<file path="config.mk">
export PLATFORM = sky130hd
export DESIGN_NAME = wash_sequencer
export DESIGN_NICKNAME = d
export VERILOG_FILES = /design/src/rtl/wash_sequencer.sv
export SDC_FILE = /design/constraint.sdc
export NUM_CORES = 1
export LEC_CHECK = 0
export BUFFER_PORTS_ARGS = -buffer_cell sky130_fd_sc_hd__buf_2
export CAP_MARGIN = 20
export CORE_UTILIZATION = 55
export CTS_BUF_LIST = sky130_fd_sc_hd__clkbuf_4 sky130_fd_sc_hd__clkbuf_8
export DETAILED_ROUTE_END_ITERATION = 6
export PLACE_DENSITY_LB_ADDON = 0.05
export SKIP_CTS_REPAIR_TIMING = 1
export SYNTH_ARGS = -nofsm -noshare
export SYNTH_HDL_FRONTEND = slang
export SYNTH_SLANG_ARGS = --single-unit
export TNS_END_PERCENT = 30
</file>
<file path="constraint.sdc">
create_clock -name clk -period 2.8 [get_ports clk]
set_input_delay 0.28 -clock clk [delete_from_list [all_inputs] [get_ports clk]]
set_output_delay 0.28 -clock clk [all_outputs]
set_load 0.01 [all_outputs]
</file>
<file path="src/rtl/wash_sequencer.sv">
// -----------------------------------------------------------------------------
// wash_sequencer
//
// Washing-machine program sequencer. A start pulse in IDLE latches the program
// mode and steps the machine through FILL -> WASH -> RINSE -> SPIN -> DONE.
// Mode 00 goes straight to SPIN. Each phase lasts a whole number of 1 s ticks.
// The ticks come from an internal prescaler of TICK_DIV clk cycles.
//
// Optional feature (macro WASH_SEQ_OVERTIME_EN):
//   defined   - DONE keeps ticking and overtime counts ticks until ack
//               (saturates at 255).
//   undefined - overtime is tied to 0 and the prescaler is idle in DONE.
//
// Parameters
//   TICK_DIV  clk cycles per tick (>= 2)
//   SPIN_S    SPIN phase length in ticks (1..255)
//
// Ports
//   clk        in   system clock, rising edge
//   rst        in   asynchronous active-low reset
//   start      in   pulse: begin a program (accepted only in IDLE)
//   mode[1:0]  in   00 spin-only, 01 small, 10 medium, 11 big
//   pause      in   pulse: toggle paused while busy
//   abort      in   pulse: return to IDLE from any non-IDLE state
//   ack        in   pulse: release DONE
//   phase[2:0] out  IDLE=0 FILL=1 WASH=2 RINSE=3 SPIN=4 DONE=5
//   sec_left   out  ticks remaining in the current phase
//   water_lvl  out  thermometer water level, LSB first
//   busy       out  high in FILL..SPIN
//   paused     out  pause flag
//   done       out  high in DONE
//   overtime   out  ticks spent in DONE before ack
// -----------------------------------------------------------------------------
module wash_sequencer #(
   parameter int TICK_DIV = 100000000,
   parameter int SPIN_S   = 3
) (
   input  logic       clk,
   input  logic       rst,
   input  logic       start,
   input  logic [1:0] mode,
   input  logic       pause,
   input  logic       abort,
   input  logic       ack,
   output logic [2:0] phase,
   output logic [7:0] sec_left,
   output logic [7:0] water_lvl,
   output logic       busy,
   output logic       paused,
   output logic       done,
   output logic [7:0] overtime
);

   localparam int            PW         = (TICK_DIV > 2) ? $clog2(TICK_DIV) : 1;
   localparam logic [PW-1:0] PRESC_MAX  = PW'(TICK_DIV - 1);
   localparam logic [7:0]    SPIN_DUR   = 8'(SPIN_S);

   typedef enum logic [2:0] {
      S_IDLE  = 3'd0,
      S_FILL  = 3'd1,
      S_WASH  = 3'd2,
      S_RINSE = 3'd3,
      S_SPIN  = 3'd4,
      S_DONE  = 3'd5
   } state_t;

   state_t        state_reg,  state_next;
   logic [7:0]    sec_reg,    sec_next;
   logic [7:0]    water_reg,  water_next;
   logic          paused_reg, paused_next;
   logic [1:0]    mode_reg,   mode_next;
   logic [PW-1:0] presc_reg,  presc_next;
`ifdef WASH_SEQ_OVERTIME_EN
   logic [7:0]    ot_reg,     ot_next;
`endif

   logic       busy_int;
   logic       run;
   logic       tick;
   logic [7:0] water_shift;

   // Per-mode phase lengths (mode 00 never uses these).
   function automatic logic [7:0] fill_dur(input logic [1:0] m);
      case (m)
         2'b01:   fill_dur = 8'd2;
         2'b10:   fill_dur = 8'd4;
         default: fill_dur = 8'd8;
      endcase
   endfunction

   function automatic logic [7:0] wash_dur(input logic [1:0] m);
      case (m)
         2'b01:   wash_dur = 8'd4;
         2'b10:   wash_dur = 8'd6;
         default: wash_dur = 8'd8;
      endcase
   endfunction

   function automatic logic [7:0] rinse_dur(input logic [1:0] m);
      case (m)
         2'b01:   rinse_dur = 8'd3;
         2'b10:   rinse_dur = 8'd4;
         default: rinse_dur = 8'd5;
      endcase
   endfunction

   // Water level with one more light switched on from the LSB side.
   genvar gi;
   generate
      for (gi = 0; gi < 8; gi++) begin : g_therm
         if (gi == 0) begin : g_lsb
            assign water_shift[gi] = 1'b1;
         end else begin : g_up
            assign water_shift[gi] = water_reg[gi-1];
         end
      end
   endgenerate

   assign busy_int = (state_reg == S_FILL) || (state_reg == S_WASH) ||
                     (state_reg == S_RINSE) || (state_reg == S_SPIN);

`ifdef WASH_SEQ_OVERTIME_EN
   assign run = (busy_int && !paused_reg) || (state_reg == S_DONE);
`else
   assign run = busy_int && !paused_reg;
`endif
   assign tick = run && (presc_reg == PRESC_MAX);

   always_comb begin
      state_next  = state_reg;
      sec_next    = sec_reg;
      water_next  = water_reg;
      paused_next = paused_reg;
      mode_next   = mode_reg;
      presc_next  = presc_reg;
`ifdef WASH_SEQ_OVERTIME_EN
      ot_next     = ot_reg;
`endif
      if (run) begin
         presc_next = tick ? '0 : presc_reg + PW'(1);
      end

      if (abort && (state_reg != S_IDLE)) begin
         state_next  = S_IDLE;
         sec_next    = 8'd0;
         water_next  = 8'd0;
         paused_next = 1'b0;
         presc_next  = '0;
`ifdef WASH_SEQ_OVERTIME_EN
         ot_next     = 8'd0;
`endif
      end else if (ack && (state_reg == S_DONE)) begin
         state_next = S_IDLE;
         sec_next   = 8'd0;
         presc_next = '0;
`ifdef WASH_SEQ_OVERTIME_EN
         ot_next    = 8'd0;
`endif
      end else begin
         // A pause pulse does not block a coincident tick: the tick was
         // qualified by the old paused_reg.
         if (busy_int && pause) begin
            paused_next = !paused_reg;
         end
         case (state_reg)
            S_IDLE: begin
               if (start) begin
                  mode_next  = mode;
                  presc_next = '0;
                  if (mode == 2'b00) begin
                     state_next = S_SPIN;
                     sec_next   = SPIN_DUR;
                  end else begin
                     state_next = S_FILL;
                     sec_next   = fill_dur(mode);
                  end
               end
            end
            S_FILL: begin
               if (tick) begin
                  water_next = water_shift;
                  if (sec_reg == 8'd1) begin
                     state_next = S_WASH;
                     sec_next   = wash_dur(mode_reg);
                  end else begin
                     sec_next = sec_reg - 8'd1;
                  end
               end
            end
            S_WASH: begin
               if (tick) begin
                  if (sec_reg == 8'd1) begin
                     state_next = S_RINSE;
                     sec_next   = rinse_dur(mode_reg);
                  end else begin
                     sec_next = sec_reg - 8'd1;
                  end
               end
            end
            S_RINSE: begin
               if (tick) begin
                  if (sec_reg == 8'd1) begin
                     state_next = S_SPIN;
                     sec_next   = SPIN_DUR;
                     water_next = 8'd0;
                  end else begin
                     sec_next = sec_reg - 8'd1;
                  end
               end
            end
            S_SPIN: begin
               if (tick) begin
                  if (sec_reg == 8'd1) begin
                     // DONE starts with a fresh tick period; the pause flag
                     // has no meaning once the machine is no longer busy.
                     state_next  = S_DONE;
                     sec_next    = 8'd0;
                     presc_next  = '0;
                     paused_next = 1'b0;
                  end else begin
                     sec_next = sec_reg - 8'd1;
                  end
               end
            end
            S_DONE: begin
`ifdef WASH_SEQ_OVERTIME_EN
               if (tick && (ot_reg != 8'hFF)) begin
                  ot_next = ot_reg + 8'd1;
               end
`endif
            end
            default: state_next = S_IDLE;
         endcase
      end
   end

   always_ff @(posedge clk or negedge rst) begin
      if (!rst) begin
         state_reg  <= S_IDLE;
         sec_reg    <= 8'd0;
         water_reg  <= 8'd0;
         paused_reg <= 1'b0;
         mode_reg   <= 2'b00;
         presc_reg  <= '0;
      end else begin
         state_reg  <= state_next;
         sec_reg    <= sec_next;
         water_reg  <= water_next;
         paused_reg <= paused_next;
         mode_reg   <= mode_next;
         presc_reg  <= presc_next;
      end
   end

`ifdef WASH_SEQ_OVERTIME_EN
   always_ff @(posedge clk or negedge rst) begin
      if (!rst) begin
         ot_reg <= 8'd0;
      end else begin
         ot_reg <= ot_next;
      end
   end
   assign overtime = ot_reg;
`else
   assign overtime = 8'd0;
`endif

   assign phase     = state_reg;
   assign sec_left  = sec_reg;
   assign water_lvl = water_reg;
   assign busy      = busy_int;
   assign paused    = paused_reg;
   assign done      = (state_reg == S_DONE);

endmodule

</file>
# After elaboration in Yosys (flattened, before gate mapping)
# Cells that the tools add are included.
[classes] reduce_logical=18 n_eq_ne=25 n_mux=49 addsub=2 bitwise=2
[op_table] op="two-way mux 27 bit" n=7
[op_table] op="two-way mux 8 bit" n=16
[op_table] op="one-hot mux 27 bit (2 select lines)" n=1
[op_table] op="one-hot mux 8 bit (5 select lines)" n=1
[op_table] op="two-way mux 3 bit" n=12
[op_table] op="adder 27 x 1 -> 27 bit, second input constant" n=1
[op_table] op="== test 27 bit, second input constant" n=1
[op_table] op="one-hot mux 3 bit (6 select lines)" n=1
[op_table] op="inequality test 4 x 1 -> 1 bit, second input constant" n=4
[op_table] op="inequality test 4 x 2 -> 1 bit, second input constant" n=4
[op_table] op="one-hot mux 4 bit (2 select lines)" n=2
[op_table] op="one-hot mux 8 bit (2 select lines)" n=1
[op_table] op="AND reduction 10 bit" n=1
[op_table] op="== test 8 x 1 -> 1 bit, second input constant" n=1
[op_table] op="subtractor 8 x 1 -> 8 bit, second input constant" n=1
[op_table] op="nonzero test 7 bit" n=1
[op_table] op="== test 3 x 2 -> 1 bit, second input constant" n=2
[op_table] op="== test 3 bit, second input constant" n=2
[op_table] op="two-way mux 1 bit" n=6
[op_table] op="inequality test 3 x 1 -> 1 bit, second input constant" n=2
[op_table] op="inequality test 3 x 2 -> 1 bit, second input constant" n=2
[op_table] op="one-hot mux 3 bit (2 select lines)" n=1
[op_table] op="AND reduction 6 bit" n=1
[op_table] op="nonzero test 3 bit" n=2
[op_table] op="14 further kinds" n=23
[word_totals] ff_bits=49

# Longest topological paths before layout
[logic_depth] ltp_word=13 mapped_depth=9

# Worst setup path before layout
# Ideal clock, no wire load.
[synth_timing] kind="reg2reg" from="reg state_reg[2], in the netlist phase[2]" to="reg water_reg[1], in the netlist water_lvl[1]" n_path_buf=1 path_slack_ps=800 t_arrival_ps=1879 synth_period_minus_slack_ps=2000 stages_incl_launch_ff=8 required_ps=2679 cell_sequence="dfrtp_1 buf_2 o21a_1 nor4b_4 and4_1 nand2_1 o2bb2ai_2 a22o_1"
[synth_between] elab_chain_len=8 elab_cells_between_ends=22
[synth_lines] element="start, declared" line_no="67" text="state_t state_reg, state_next;"
[synth_lines] element="start signal, assigned" line_no="246" text="state_reg <= state_next;"
[synth_lines] element="== test 3 x 1 -> 1 bit / == test 3 x 2 -> 1 bit (equally long branches)" line_no="119, 165"
[synth_lines] element="logical OR 1 bit (2 in series)" line_no="119" text="assign busy_int = (state_reg == S_FILL) || (state_reg == S_WASH) ||"
[synth_lines] element="logical OR 1 bit" line_no="120" text="(state_reg == S_RINSE) || (state_reg == S_SPIN);"
[synth_lines] element="logical AND 1 bit" line_no="125" text="assign run = busy_int && !paused_reg;"
[synth_lines] element="logical AND 1 bit" line_no="127" text="assign tick = run && (presc_reg == PRESC_MAX);"
[synth_lines] element="inequality test 3 x 2 -> 1 bit (no source line)"
[synth_lines] element="AND reduction 5 bit (no source line)"
[synth_lines] element="end signal, assigned" line_no="248" text="water_reg <= water_next;"
[synth_lines] element="end, declared" line_no="69" text="logic [7:0] water_reg, water_next;"
# Several ways; a longest one is shown, not always the timed one. The select of a mux whose other input is x is not followed.
# A chain may end at the register's enable or synchronous reset.

# Worst setup path in the final report
[layout_timing] from="reg state_reg[1], in the netlist phase[1]" to="reg presc_reg[11]"
[layout_between] elab_chain_len=13 elab_cells_between_ends=22
[layout_lines] element="== test 3 x 1 -> 1 bit / == test 3 x 2 -> 1 bit (equally long branches)" line_no="119"
[layout_lines] element="logical OR 1 bit (2 in series)" line_no="119"
[layout_lines] element="logical OR 1 bit" line_no="120"
[layout_lines] element="logical AND 1 bit" line_no="125"
[layout_lines] element="logical AND 1 bit" line_no="127"
[layout_lines] element="two-way mux 27 bit" line_no="140" text="presc_next = tick ? '0 : presc_reg + PW'(1);"
[layout_lines] element="two-way mux 27 bit" line_no="139" text="if (run) begin"
[layout_lines] element="two-way mux 27 bit" line_no="213" text="if (sec_reg == 8'd1) begin"
[layout_lines] element="two-way mux 27 bit" line_no="212" text="if (tick) begin"
[layout_lines] element="one-hot mux 27 bit (2 select lines)" line_no="165" text="case (state_reg)"
[layout_lines] element="two-way mux 27 bit" line_no="152" text="end else if (ack && (state_reg == S_DONE)) begin"
[layout_lines] element="two-way mux 27 bit (*)" line_no="143" text="if (abort && (state_reg != S_IDLE)) begin"
[layout_lines] element="named net presc_next[11]" line_no="72" text="logic [PW-1:0] presc_reg, presc_next;"
[layout_lines] element="end signal, assigned" line_no="251" text="presc_reg <= presc_next;"
[layout_lines] element="end, declared" line_no="72"
# Mark *: on every way through the listed nets, which the timed path passes. The rest lies on a longest branch.

==> run summary <==
status - finished clean
Final min period - 2.30 ns
RSZ-0062 raised after global routing - no
Post-synth top cells - 49 x dfrtp_1, 46 x nor2_1, 29 x nand2_1
Yosys cell types - 53
Final Routed Wirelength - 6270 um
crit end category - flip-flop
worst hold stages - 2
Clock Path Buffers - 2
Placer Congestion - 0.848
worst slack at placement - 0.547 ns
Max rail drop VDD - 0.604 mV
Area growth syn-to-layout - 10.7%
io pins - 38
fin crit share - 82.2%
R2R depth - 7
wire length on met1 - 2940 um
CTS tree - done
Max Freq - 435 MHz
Yosys top cell area share - 41.8%
Slew @ Worst Pin - 0.514 ns
Max Used Layer - met4
Critical Path Start Type - flip-flop
average size of a mapped cell - 8.94 um2
chip height - 75.0 um
non-filler cells, final - 425
gr ovfl total - 0
YS warnings - 0
largest fanout on the critical path - 26
worst rel slew slack - 65.7%
post-layout net count - 369
n_diodes - 0
first-pass GRT wire length - 10300 um
clock latency at the later pin of the worst-skew pair - 0.31 ns
Total GRT Usage - 24.2%
Slew Limit Fails - 0
Synth Area in Adders - 2.99%
antenna-violating nets left - 0
IO buf count - 29
Mapped Cells - 328
post-synthesis mux area share - 1.83%
post-layout worst setup margin - 0.499 ns
CTS H-tree depth - 2
r2r setup slk - 0.50 ns
area share of and/or/nand/nor cells after synthesis - 25.3%
Placed Area - 3100 um2
Synth area leaders - dfrtp_1 42%, nor2_1 5.9%, xnor2_1 4.5%
DP HPWL - 4310 um
multi-input logic area - 1570 um2
MaxCap Viol Count - 0
clock transition time at the flip-flop clock pins of the worst setup and hold paths - 0.09 ns
Starting Density - 57.4%
clk root buf - clkbuf_8
initial DRC count - 132
via count - 2440
drt first pass iters - 4
Synth Cell Area - 2930 um2
Crit Path Category - reg -> reg
Worst Hold Class - in -> reg
Hold WS - 0.312 ns
max reg flops - 27
largest family of logic cells by synthesized area - simple AND/OR/NAND/NOR gates
number of flops mapped to enable cells by yosys - 0
layout cells sized above 1 - 15.5%
die width - 75.0 um
final-layout fill cell count - 452
Die ar. - 5630 um2
post-synthesis xor/xnor area fraction - 7.76%
Hold Fails Final Rpt - 0
worst path required time - 3.03 ns
metal3 WL - 211 um
setup TNS - 0 ns
CP arrival - 2.53 ns
leakage - 1.48 nW
largest net degree at the start of global routing - 50
Pwr per Cell Area - 768 nW/um2
Core Region - 5110 um2
number of global-route vias before repair - 2192
post-synthesis compound-gate area fraction - 14.7%
num rows - 26
Vias/cell - 5.74
Synth Register Bits - 49
WL met2 - 3060 um
initial antenna violation count - 0
Main synth FF type - dfrtp_1
Reg area - 1230 um2
Clock Skew - 0.00823 ns
number of remaining DRC errors - 0
Yosys top cell by area - dfrtp_1
most frequent cell after synthesis - dfrtp_1
Setup-failing EPs final - 0
post-route cell area - 3250 um2
Synth async-reset ratio - 100%
CTS buffer count - 5
sequential share of the synthesized area - 41.8%
clock sink total - 49
post-DR wirelength/cell - 14.7 um
DP Cell Count - 415
-- worst paths after layout --
check,from,end
max,phase[1],presc_reg[11]
min,mode[0],mode_reg[0]
max reg2reg,phase[1],presc_reg[11]
min reg2reg,water_lvl[0],water_lvl[0]
max in group asynchronous,rst,phase[2]
min in group asynchronous,rst,presc_reg[14]
-- cell families (layout without fill, tap and decap cells) --
family          Yosys count  after routing
simple gates            141            141
compound gates           66             66
flops                    49             49
buf+inv                  33             53
xor+xnor                 26             26
fa+ha+maj                 7              7
mux                       5              5
other cells               1              8
-- power by group --
| part | internal [mW] | total (mW) | switching, mW | leakage [nW] |
|---|---|---|---|---|
| logic | 0.408 | 1.03 | 0.624 | 0.757 |
| clock network | 0.268 | 0.516 | 0.248 | 0.0585 |
| registers | 0.802 | 0.944 | 0.142 | 0.667 |
| total | 1.48 | 2.49 | 1.01 | 1.48 |
-- metrics by stage --
stage	util (%)	total power [mW]
after CTS	63.0	2.50
after global placement	60.8	1.96
after floorplan	-	1.71
after global routing	63.5	2.69
after detailed placement	60.8	1.98
final	63.5	2.49
-- cell type report --
type	instances	area share (%)
well taps	70	2.70
repair buffers	36	6.55
clock buffers	5	2.12
inverters	9	1.04
multi-input cells	253	48.5
flip-flops and latches	49	37.8
clock inverters	3	1.35
-- worst max-delay path, cell delays in order (launching register included) --
cell,delay (ns)
dfrtp_1,0.40
buf_4,0.24
and3b_1,0.22
o21ai_0,0.32
and2_1,0.33
nand3_1,0.25
buf_4,0.30
nor2_1,0.15
-- cells in the final DEF, fill, tap and decap left out, types with 3 or more instances in the layout --
cell type and count:
xor2_1 11, a211oi_1 3, nor3_1 11, nand3_1 11
conb_1 8, dfrtp_1 49, clkbuf_8 5, and2_1 5
and3_1 7, and4_1 5, buf_2 29, or3_1 3
o21ai_0 21, ha_1 7, nand4_1 5, xnor2_1 15
buf_4 5, a22o_1 7, inv_1 9, nand2_1 29
mux2_2 3, a21oi_1 13, nor2_1 46, a31oi_1 4
-- routing by layer --
layer | vias to the layer above | track usage, %
met3 | 8 | 4.95
met1 | 1186 | 33.1
li1 | 1190 | -
met5 | - | 0
met4 | 0 | 5.24
met2 | 56 | 39.6
Power figures use the tool's default switching activity.
